==> src/rtl/zion_basic_circuit_lib_skid_reg.sv <==
`default_nettype none
// ============================================================================
// Module   : zion_basic_circuit_lib_skid_reg
// Purpose  : Fully registered valid/ready register slice with a two-entry
//            skid buffer. It breaks every combinational path between the
//            producer and the consumer (data, valid and ready) and still
//            sustains one transfer per cycle.
// Ports    : clk, rst     - clock, asynchronous active-high reset
//            iFlush       - synchronous flush, drops all buffered entries
//            iVld/oRdy    - upstream handshake (oRdy registered)
//            iDat         - upstream data
//            oVld/iRdy    - downstream handshake (oVld registered)
//            oDat         - downstream data, straight from the main register
//            oCnt         - occupancy 0..2, registered
// Revision : 1.0 - initial release
// ============================================================================
module zion_basic_circuit_lib_skid_reg #(
    parameter int unsigned            WIDTH    = 8,
    parameter logic [WIDTH-1:0]       INI_DATA = '0
) (
    input  logic             clk,
    input  logic             rst,
    input  logic             iFlush,
    input  logic             iVld,
    output logic             oRdy,
    input  logic [WIDTH-1:0] iDat,
    output logic             oVld,
    input  logic             iRdy,
    output logic [WIDTH-1:0] oDat,
    output logic [1:0]       oCnt
);

    typedef enum logic [1:0] {
        ST_EMPTY = 2'd0,
        ST_ONE   = 2'd1,
        ST_FULL  = 2'd2
    } state_t;

    state_t           state_q, state_d;
    logic [WIDTH-1:0] main_q,  main_d;
    logic [WIDTH-1:0] skid_q,  skid_d;
    logic             ordy_q,  ordy_d;
    logic             ovld_q,  ovld_d;
    logic [1:0]       cnt_q,   cnt_d;

    logic             w_push;
    logic             w_pop;

    // Handshakes use only registered outputs, so no input reaches an output
    // without passing through a flop.
    assign w_push = iVld & ordy_q;
    assign w_pop  = ovld_q & iRdy;

    always_comb begin
        state_d = state_q;
        main_d  = main_q;
        skid_d  = skid_q;

        if (iFlush) begin
            // Flush wins over any handshake; data registers simply hold.
            state_d = ST_EMPTY;
        end else begin
            case (state_q)
                ST_EMPTY: begin
                    if (w_push) begin
                        main_d  = iDat;
                        state_d = ST_ONE;
                    end
                end
                ST_ONE: begin
                    if (w_push && w_pop) begin
                        main_d = iDat;
                    end else if (w_push) begin
                        // Consumer stalled: the in-flight beat lands in skid.
                        skid_d  = iDat;
                        state_d = ST_FULL;
                    end else if (w_pop) begin
                        state_d = ST_EMPTY;
                    end
                end
                ST_FULL: begin
                    // oRdy is low here, so only a pop can happen.
                    if (w_pop) begin
                        main_d  = skid_q;
                        state_d = ST_ONE;
                    end
                end
                default: begin
                    state_d = ST_EMPTY;
                end
            endcase
        end

        // Output flags are computed from the next state so they can be
        // registered alongside it.
        ordy_d = (state_d != ST_FULL);
        ovld_d = (state_d != ST_EMPTY);
        case (state_d)
            ST_ONE:  cnt_d = 2'd1;
            ST_FULL: cnt_d = 2'd2;
            default: cnt_d = 2'd0;
        endcase
    end

    always_ff @(posedge clk or posedge rst) begin
        if (rst) begin
            state_q <= ST_EMPTY;
            main_q  <= INI_DATA;
            skid_q  <= INI_DATA;
            ordy_q  <= 1'b0;
            ovld_q  <= 1'b0;
            cnt_q   <= 2'd0;
        end else begin
            state_q <= state_d;
            main_q  <= main_d;
            skid_q  <= skid_d;
            ordy_q  <= ordy_d;
            ovld_q  <= ovld_d;
            cnt_q   <= cnt_d;
        end
    end

    assign oRdy = ordy_q;
    assign oVld = ovld_q;
    assign oDat = main_q;
    assign oCnt = cnt_q;

`ifndef SYNTHESIS
    // A producer that has raised valid while we are not ready must keep
    // valid and data steady until the beat is taken (flush releases it).
    a_upstream_hold: assert property (@(posedge clk) disable iff (rst)
        (iVld && !oRdy && !iFlush) |=> (iVld && $stable(iDat)));
`endif

endmodule
`default_nettype wire

==> config.mk <==
export PLATFORM = sky130hd
export DESIGN_NAME = zion_basic_circuit_lib_skid_reg
export DESIGN_NICKNAME = d
export VERILOG_FILES = /design/src/rtl/zion_basic_circuit_lib_skid_reg.sv
export SDC_FILE = /design/constraint.sdc
export NUM_CORES = 1
export LEC_CHECK = 0
export BUFFER_PORTS_ARGS = -buffer_cell sky130_fd_sc_hd__buf_2
export CAP_MARGIN = 5
export CORE_UTILIZATION = 35
export DETAILED_ROUTE_END_ITERATION = 12
export HOLD_SLACK_MARGIN = 0.08
export PLACE_DENSITY = 0.65
export SYNTH_ARGS = -nofsm -noshare
export SYNTH_HDL_FRONTEND = slang
export SYNTH_SLANG_ARGS = --single-unit
==> constraint.sdc <==
create_clock -name clk -period 1.8 [get_ports clk]
set_input_delay 0.09 -clock clk [delete_from_list [all_inputs] [get_ports clk]]
set_output_delay 0.09 -clock clk [all_outputs]
set_load 0.005 [all_outputs]
==> qor.csv <==
stage,metric,value,unit
run_status,run status,"complete, no violations",
worst_setup_path,WP buf/inv,0,
yosys,"Cell Area, Synth",990,µm²
routing,post-route antenna net violation count,0,
timing,setup tns final,0,ns
routing,via count,675,
pwr,maximum VDD drop,0.000685,V
clock_network,"CTS clk-pin slew, worst paths",0.12,ns
clock_network,CTS tree,yes,
worst_setup_path,"Data required, critical path",2.00,ns
worst_hold_path,hold path cells,3,
clock_network,"Setup Fix Bufs, Post-CTS",0,
pwr,PD cells,1010,nW/µm²
final_layout,Reg area,551,µm²
global_routing,Overall Global Routing Usage,0.144,
worst_setup_path,slowest CP cell,a221oi_4,
global_routing,initial antenna violation count,0,
pwr,Leakage,0.592,nW
worst_hold_path,WHS Endpoint,oCnt[1]$_DFF_PP0_,
worst_setup_path,Worst setup EP type,register,
clock_network,clk root buf,clkbuf_4,
routing,DR WL/cell,12.3,µm
timing,"Hold Vio Cnt, Final",0,
worst_hold_path,HP Class,in -> reg,
timing,final-report setup violation count,0,
timing,Tightest Pin Transition,0.468,ns
yosys,syn avg cell area,14.1,µm²
worst_setup_path,slowest cell delay on critical path,0.48,ns
placement,gp weighted congestion,0.693,
floorplan,starting density of the core,0.385,
worst_setup_path,r2r setup slk,0.09,ns
clock_network,"Clk Latency, worst-skew pair",0.31,ns
global_routing,Congestion Overflow GR,0,
timing,Final Skew,0.00435,ns
final_layout,synth-to-layout area growth,30.2,%
worst_setup_path,Worst R2R End,oDat[7]$_DFFE_PP0P_,
worst_hold_path,min-delay src,iRdy,
routing,first-iteration detailed-routing DRC count,4,
yosys,"area leader, netlist",dfrtp_1,
placement,PortBufs,24,
flow_run,max cap viols,0,
yosys,number of synthesis warnings,0,
final_layout,fin util,0.502,
final_layout,Fillers,250,
routing,DRC Markers,0,
worst_setup_path,Critical R2R Launch,state_q[1]$_DFF_PP0_,
routing,TritonRoute pass-1 iters,4,
timing,RSZ-0062 raised after global routing,false,
timing,f_max,0.585,GHz
yosys,Mapped Cells,70,
clock_network,CTS Buf Count,3,
floorplan,# IOs,25,
placement,DP HPWL,1.17,mm
floorplan,Die ar.,3040,µm²
final_layout,Diodes inserted,0,
routing,number of vias per cell,4.89,
yosys,Syn Nets,83,
worst_setup_path,crit start category,register,
floorplan,die height,55.2,µm
timing,crit share post-route,0.950,
clock_network,CTS H-tree depth,1,
timing,Hold WS,0.125,ns
final_layout,Final #Nets,122,
global_routing,global-route wire length before repair,2.97,mm
pwr,Final Power,1.30,mW
worst_setup_path,crit path DAT,1.91,ns
global_routing,largest net degree at the start of global routing,23,
worst_setup_path,WS Path Type,reg -> reg,
worst_setup_path,cell family with most CP delay,compound AO/OA/AOI/OAI gates,
clock_network,Clock Tree Buf Depth,2,
yosys,Synth area leaders,"dfrtp_1, mux2_2, a221oi_4, a21oi_1, a21boi_0",
timing,slew margin rel.,0.688,
worst_setup_path,crit path cell chain,or2_4 > a221oi_4 > mux2_2,
yosys,"FF+latch count, synth",22,
final_layout,area of the multi-input gates,422,µm²
routing,final WL,1.70,mm
timing,Final min period,1.71,ns
yosys,Yosys cell types,16,
floorplan,FP Rows,18,
clock_network,Clock Sinks,22,
floorplan,core area,2570,µm²
timing,final slew viol count,0,
worst_setup_path,reg2reg path depth,3,
final_layout,layout cell share with drive strength beyond 1,0.528,
yosys,post-synth top area share,0.556,
yosys,post-synthesis sequential area ratio,0.556,
worst_setup_path,critical path peak fanout,8,
floorplan,die width,55.2,µm
global_routing,vias in the first global route,672,
timing repair:
item | in CTS | in global routing
hold buffers | 10 | 0
resized for setup | 0 | 0
hold endpoints to repair | 33 | 0
endpoints found under the setup margin | 0 | 0
flip-flops by register name, summed over array words and instances, names as in the netlist:
register / flops
skid_q: 8
oCnt: 2
oVld: 1
oDat: 8
state_q: 2
oRdy: 1
cells in the mapped netlist:
cell,n
a211o_2,1
a21boi_0,3
a21oi_1,5
a221oi_4,1
a2bb2oi_1,1
and2_1,1
buf_2,2
dfrtp_1,22
inv_1,2
mux2_2,24
nand2_1,2
nand2b_1,2
nand3b_1,1
nand4b_1,1
o21bai_1,1
or2_4,1
cells by family after synthesis:
| kind of cell | after synthesis | synth area share |
|---|---|---|
| compound gates | 12 | 0.101 |
| flops | 22 | 0.556 |
| simple gates | 8 | 0.0518 |
| mux | 24 | 0.273 |
| buf+inv | 4 | 0.0177 |
power breakdown:
group / internal, mW / leakage, nW / switching (mW) / total, mW
clock network: 0.123 / 0.0210 / 0.147 / 0.270
registers: 0.634 / 0.267 / 0.0697 / 0.704
logic: 0.209 / 0.304 / 0.114 / 0.324
total: 0.967 / 0.592 / 0.331 / 1.30
tightest hold or removal path, delay by kind of cell:
family / cells / cell delay (ns)
buffers and inverters: 1 / 0.09
AO/OA/AOI/OAI: 2 / 0.22
through the flow:
stage / area (µm²) / worst slack (ns) / cells
2_1_floorplan: 990 / 0.218 / 70
3_3_place_gp: 1150 / 0.123 / 124
3_5_place_dp: 1150 / 0.0798 / 124
4_1_cts: 1290 / 0.0642 / 138
5_1_grt: 1290 / 0.00770 / 138
6_report: 1290 / 0.0894 / 138
cell usage in the layout (no fill, tap or decap):
cell            n
a211o_2         1
a21boi_0        3
a21oi_1         5
a221oi_4        1
a2bb2oi_1       1
and2_1          1
buf_2          24
buf_4           2
clkbuf_4        3
clkbuf_8        1
dfrtp_1        22
dlygate4sd3_1  10
inv_1           2
mux2_2         24
nand2_1         2
nand2b_1        2
nand3b_1        1
nand4b_1        1
o21bai_1        1
or2_4           1
worst max path at each step:
stage               slack, ns                   to  cells after the start            startpoint
floorplan                0.22  oDat[0]$_DFFE_PP0P_                      3  state_q[1]$_DFF_PP0_
global placement         0.12  oDat[0]$_DFFE_PP0P_                      3  state_q[1]$_DFF_PP0_
detailed placement       0.08  oDat[7]$_DFFE_PP0P_                      3  state_q[1]$_DFF_PP0_
CTS                      0.06  oDat[7]$_DFFE_PP0P_                      3  state_q[1]$_DFF_PP0_
global route            0.008  oDat[2]$_DFFE_PP0P_                      3  state_q[1]$_DFF_PP0_
finish                   0.09  oDat[7]$_DFFE_PP0P_                      3  state_q[1]$_DFF_PP0_
per-layer routing:
layer  track usage  part of all wire  routed length, µm  vias up
met2         0.243              0.47                799       23
met5             0                 0                  0        -
li1              -                 -                  -      328
met3        0.0574             0.062                105        0
met1         0.170              0.47                799      324
met4        0.0375                 0                  0        0
final cells by class:
| cell class | instances | share of cell area |
|---|---|---|
| repair buffers | 36 | 0.183 |
| well taps | 30 | 0.0291 |
| inverters | 2 | 0.00583 |
| multi-input cells | 44 | 0.327 |
| clock buffers | 4 | 0.0282 |
| flip-flops and latches | 22 | 0.427 |
Power figures use the tool's default switching activity.
